==> src/rtl/pattern_scheduler.sv <==
// Beat-driven pattern sequencer: advances the active pattern every BEATS_PER_STEP beats
// or on a manual request, and commits each change only at a frame boundary.
module pattern_scheduler #(
    parameter int NUM_PATTERNS   = 8,
    parameter int SEL_W          = 3,
    parameter int BEATS_PER_STEP = 4,
    parameter int BEAT_W         = 4
) (
    input  logic              clk,
    input  logic              reset,
    input  logic              beat,
    input  logic              frame_start,
    input  logic              btn_next,
    input  logic              btn_hold,
    input  logic              random_mode,
    output logic [SEL_W-1:0]  pattern_sel,
    output logic              pattern_strobe,
    output logic              holding,
    output logic [BEAT_W-1:0] beat_idx
);

    typedef enum logic [1:0] {ST_RUN, ST_HOLD, ST_PENDING} state_t;

    localparam logic [SEL_W:0]    LP_N         = (SEL_W+1)'(NUM_PATTERNS);
    localparam logic [SEL_W-1:0]  LP_LAST      = SEL_W'(NUM_PATTERNS - 1);
    localparam logic [BEAT_W-1:0] LP_BEAT_LAST = BEAT_W'(BEATS_PER_STEP - 1);

    state_t            r_state;
    logic [BEAT_W-1:0] r_beat_idx;
    logic [SEL_W-1:0]  r_next_sel;
    logic [SEL_W-1:0]  r_pattern_sel;
    logic              r_strobe;
    logic              r_holding;
    logic [7:0]        r_lfsr;
    logic              r_prev_next;
    logic              r_prev_hold;

    state_t            w_state_n;
    logic [BEAT_W-1:0] w_beat_n;
    logic [SEL_W-1:0]  w_next_sel_n;
    logic [SEL_W-1:0]  w_sel_n;
    logic              w_strobe_n;
    logic              w_holding_n;
    logic              w_next_edge;
    logic              w_hold_edge;
    logic              w_expire;
    logic [SEL_W-1:0]  w_seq_next;
    logic [SEL_W-1:0]  w_rnd;
    logic [SEL_W-1:0]  w_next_idx;

    assign w_next_edge = btn_next & ~r_prev_next;
    assign w_hold_edge = btn_hold & ~r_prev_hold;
    assign w_expire    = beat && (r_beat_idx == LP_BEAT_LAST);

    // Random candidate folded once into range, then forced away from the current pattern.
    always_comb begin
        w_seq_next = (r_pattern_sel == LP_LAST) ? '0 : r_pattern_sel + SEL_W'(1);
        w_rnd      = r_lfsr[SEL_W-1:0];
        if ({1'b0, r_lfsr[SEL_W-1:0]} >= LP_N)
            w_rnd = r_lfsr[SEL_W-1:0] - LP_N[SEL_W-1:0];
        if (w_rnd == r_pattern_sel)
            w_rnd = w_seq_next;
        w_next_idx = random_mode ? w_rnd : w_seq_next;
    end

    // holding doubles as the return-to-HOLD flag while a change is pending.
    always_comb begin
        w_state_n    = r_state;
        w_beat_n     = r_beat_idx;
        w_next_sel_n = r_next_sel;
        w_sel_n      = r_pattern_sel;
        w_strobe_n   = 1'b0;
        w_holding_n  = r_holding ^ w_hold_edge;
        case (r_state)
            ST_RUN: begin
                if (w_next_edge || w_expire) begin
                    w_beat_n     = '0;
                    w_next_sel_n = w_next_idx;
                    w_state_n    = ST_PENDING;
                end else if (w_hold_edge) begin
                    w_beat_n  = '0;
                    w_state_n = ST_HOLD;
                end else if (beat) begin
                    w_beat_n = r_beat_idx + BEAT_W'(1);
                end
            end
            ST_HOLD: begin
                if (w_next_edge) begin
                    w_next_sel_n = w_next_idx;
                    w_state_n    = ST_PENDING;
                end else if (w_hold_edge) begin
                    w_state_n = ST_RUN;
                end
            end
            ST_PENDING: begin
                if (frame_start) begin
                    w_sel_n    = r_next_sel;
                    w_strobe_n = 1'b1;
                    w_state_n  = w_holding_n ? ST_HOLD : ST_RUN;
                end
            end
            default: w_state_n = ST_RUN;
        endcase
    end

    always_ff @(posedge clk) begin
        if (reset) begin
            r_state       <= ST_RUN;
            r_beat_idx    <= '0;
            r_next_sel    <= '0;
            r_pattern_sel <= '0;
            r_strobe      <= 1'b0;
            r_holding     <= 1'b0;
            r_lfsr        <= 8'h01;
            r_prev_next   <= 1'b1;
            r_prev_hold   <= 1'b1;
        end else begin
            r_state       <= w_state_n;
            r_beat_idx    <= w_beat_n;
            r_next_sel    <= w_next_sel_n;
            r_pattern_sel <= w_sel_n;
            r_strobe      <= w_strobe_n;
            r_holding     <= w_holding_n;
            r_lfsr        <= {r_lfsr[6:0], r_lfsr[7] ^ r_lfsr[5] ^ r_lfsr[4] ^ r_lfsr[3]};
            r_prev_next   <= btn_next;
            r_prev_hold   <= btn_hold;
        end
    end

    assign pattern_sel    = r_pattern_sel;
    assign pattern_strobe = r_strobe;
    assign holding        = r_holding;
    assign beat_idx       = r_beat_idx;

endmodule

==> config.mk <==
export PLATFORM = sky130hd
export DESIGN_NAME = pattern_scheduler
export DESIGN_NICKNAME = d
export VERILOG_FILES = /design/src/rtl/pattern_scheduler.sv
export SDC_FILE = /design/constraint.sdc
export NUM_CORES = 1
export LEC_CHECK = 0
export BUFFER_PORTS_ARGS = -buffer_cell sky130_fd_sc_hd__buf_2
export CORE_MARGIN = 1.5
export CORE_UTILIZATION = 58
export DETAILED_ROUTE_END_ITERATION = 10
export GPL_TIMING_DRIVEN = 0
export PLACE_DENSITY = 0.81
export SYNTH_ARGS = -nofsm -noshare
export SYNTH_HDL_FRONTEND = slang
export SYNTH_SLANG_ARGS = --single-unit
==> constraint.sdc <==
create_clock -name clk -period 2.12 [get_ports clk]
set_input_delay 0.212 -clock clk [delete_from_list [all_inputs] [get_ports clk]]
set_output_delay 0.212 -clock clk [all_outputs]
set_load 0.1 [all_outputs]
==> flow_summary.ini <==
[detailed_routing]
ant_nets = 0
avgViaCountPerCell = 5.473
drc = 0
drt_iter0_markers = 18
wl_per_cell_um = 12.82
vias = 810
dr_wl_met2_um = 887
wirelength_um = 1897
met1Wirelength_um = 899
wl_met3_um = 59
dr.pass1.iters = 6
highest_layer = met4

[synth]
synth-compound-area-share_pct = 16.63
synth.largest_area_cell = dfxtp_1
synthDistinctLibCells = 36
post-synth-top-area-fraction_pct = 44.04
synth.cell_area_sq_um = 1091
synth_fa_ha_area_share_pct = 3.440
synth_commonest_cells = dfxtp_1, nor2b_1, a21oi_1
yosys_warnings = 0
yosys.cell_count.top_type = dfxtp_1
avgSynthCellArea_sq_um = 10.49
synth_top_family_by_area = simple AND/OR/NAND/NOR gates
ys_async_sr_fraction_pct = 0
syn-instance-count = 104
synthXorXnorAreaFrac_pct = 6.422
yosys-mux-area-fraction_pct = 4.587
ys_seq_elements = 24
synth_area_leaders = dfxtp_1, xor2_1, mux2i_1
synth_edf_count = 0
synthSimpleGateAreaFrac_pct = 22.13
synth_ff_type = dfxtp_1
synth_nets = 114
synth_seq_area_share_pct = 44.04

[clock_network]
post_cts_resized = 0
ctsHoldBuffers = 0
clk_pin_slew_worst_paths_ps = 120
cts_htree_levels = 1
cts_tree = done
clock_latency_ps = 320
cts.sinks = 24
post_cts_buffers = 0
numCtsBuffers = 3
cts_buffer_depth = 2
root_buffer = clkbuf_4

[worst_setup_path]
cpPeakStageDelay_ps = 390
crit_start = beat_idx[0]$_SDFFE_PP0P_
r2r_start = beat_idx[0]$_SDFFE_PP0P_
path_cells = ha_1, nor4bb_4, a21o_2, and2_2, a311oi_2
crit_family = simple AND/OR/NAND/NOR gates
crit_buf_inv = 0
cp_slowest_cell = dfxtp_2
worstPathRequired_ps = 2320
crit_type = flop to flop
critPathCaptureType = flop
crit_cells = 5
start_kind = flop
critical_path_arrival_ps = 1790
reg2reg_depth = 5
crit_fanout = 5

[global_routing]
grt_antenna_before_repair = 0
grt_pass1_vias = 676
grtUsageTotal_pct = 19.44
grt_start_max_net_pins = 14
overflow = 0
grt_pass1_wl_um = 2870

[placed_design]
place_ws_ps = 565.6
dp_hpwl_um = 1409
port_buffers = 15
gp_congestion = 0.7652

[power_and_ir_drop]
pwr_density_cell_nw_per_um2 = 674.8
switching_share_pct = 26.57
p_leak_nw = 0.5420
ir_drop_v = 0.0005418
p_int_uw = 612.5
switching_power_uw = 221.6
clkPwrFrac_pct = 28.7
seq_power_share_pct = 57.5
pwr-share-comb_pct = 13.8

[run]
maxCapViolCount = 0

[hold_path]
hp-start = btn_next
hold_depth = 2
hold_class = input pin to flop

[floorplanning]
start_util_pct = 62.51
core_sq_um = 1745
dieArea_sq_um = 2150
rows = 15
die_y_um = 46.37
die_x_um = 46.37
io_pins = 16

[sta]
relSlewSlack_pct = 65.26
setup_tns_ps = 0
period_minus_slack_ps = 1586
final_hold_viol_count = 0
setup_viol = 0
report.final.slew_viol_count = 0
fin_crit_sh_pct = 74.80
tightest_slew_ps = 521.1
clock_skew_ps = 1.387
max_clock_freq_mhz = 630.6
setup_slack_ps = 534.3
rsz0062_at_grt = false

[layout]
finish.net_count = 134
area_growth_syn_to_layout_pct = 13.30
drive_above_1_share_pct = 29.27
diodes = 0
fin_util_pct = 70.82

[status]
status = finished, final reports clean
final cells by class:
class	count	area, sq um
inverters	3	11.26
well taps	25	31.28
multi-input cells	74	580.6
plain buffers	3	18.77
clock buffers	4	36.28
fillers	132	509.2
flip-flops and latches	24	483.0
repair buffers	15	75.07
power groups by stage:
stage	clock (mW)	sequential, mW	combinational [mW]
6_report	0.240	0.480	0.115
3_3_place_gp	0	0.489	0.111
4_1_cts	0.246	0.480	0.115
5_1_grt	0.264	0.482	0.123
3_5_place_dp	0	0.490	0.115
2_1_floorplan	0	0.516	0.0615
per-stage QoR:
| step | instance area, sq um | hold slack, ps | power, mW | std cells |
|---|---|---|---|---|
| 2_1_floorplan | 1094 | 283.6 | 0.5778 | 104 |
| 3_3_place_gp | 1200 | 416.6 | 0.6000 | 144 |
| 3_5_place_dp | 1200 | 419.0 | 0.6046 | 144 |
| 4_1_cts | 1236 | 81.82 | 0.8415 | 148 |
| 5_1_grt | 1236 | 76.30 | 0.8683 | 148 |
| 6_report | 1236 | 86.64 | 0.8342 | 148 |
state kept, by name, indices dropped and copies added, names as in the netlist, 2 cells and up:
signal       cells
r_lfsr           8
beat_idx         4
pattern_sel      3
r_next_sel       3
r_state          2
metal layers:
metal  track usage [%]  vias up
li1                  -      408
met1             25.30      385
met2             28.61       12
met3             4.706        5
met4             12.00        0
met5                 0        -
worst paths after layout:
check | endpoint | slack (ps)
hold / removal | r_prev_next$_SDFF_PP1_ | 90
setup reg to reg | r_next_sel[0]$_SDFFE_PP0P_ | 530
setup / recovery | r_next_sel[0]$_SDFFE_PP0P_ | 530
hold reg to reg | r_lfsr[7]$_SDFF_PP0_ | 460
logic make-up (layout without fill, tap and decap cells):
kind of cell | after synthesis | count (layout)
simple gates | 37 | 37
flops | 24 | 24
compound gates | 21 | 21
xor+xnor | 8 | 8
buf+inv | 6 | 25
mux | 5 | 5
fa+ha+maj | 3 | 3
placed cells by master, fill, tap and decap left out, types with 3 or more instances in the layout:
master | netlist | final
dfxtp_1 | 24 | 22
buf_2 | 0 | 15
nor2b_1 | 8 | 8
a21oi_1 | 7 | 7
xor2_1 | 6 | 6
nor2_1 | 5 | 5
mux2i_1 | 5 | 5
nor3_1 | 4 | 4
nand2b_1 | 3 | 3
inv_1 | 3 | 3
o21ai_0 | 3 | 3
nand2_1 | 3 | 3
ha_1 | 3 | 3
clkbuf_4 | 0 | 3
Note: power is estimated with default switching activity, not from simulation.
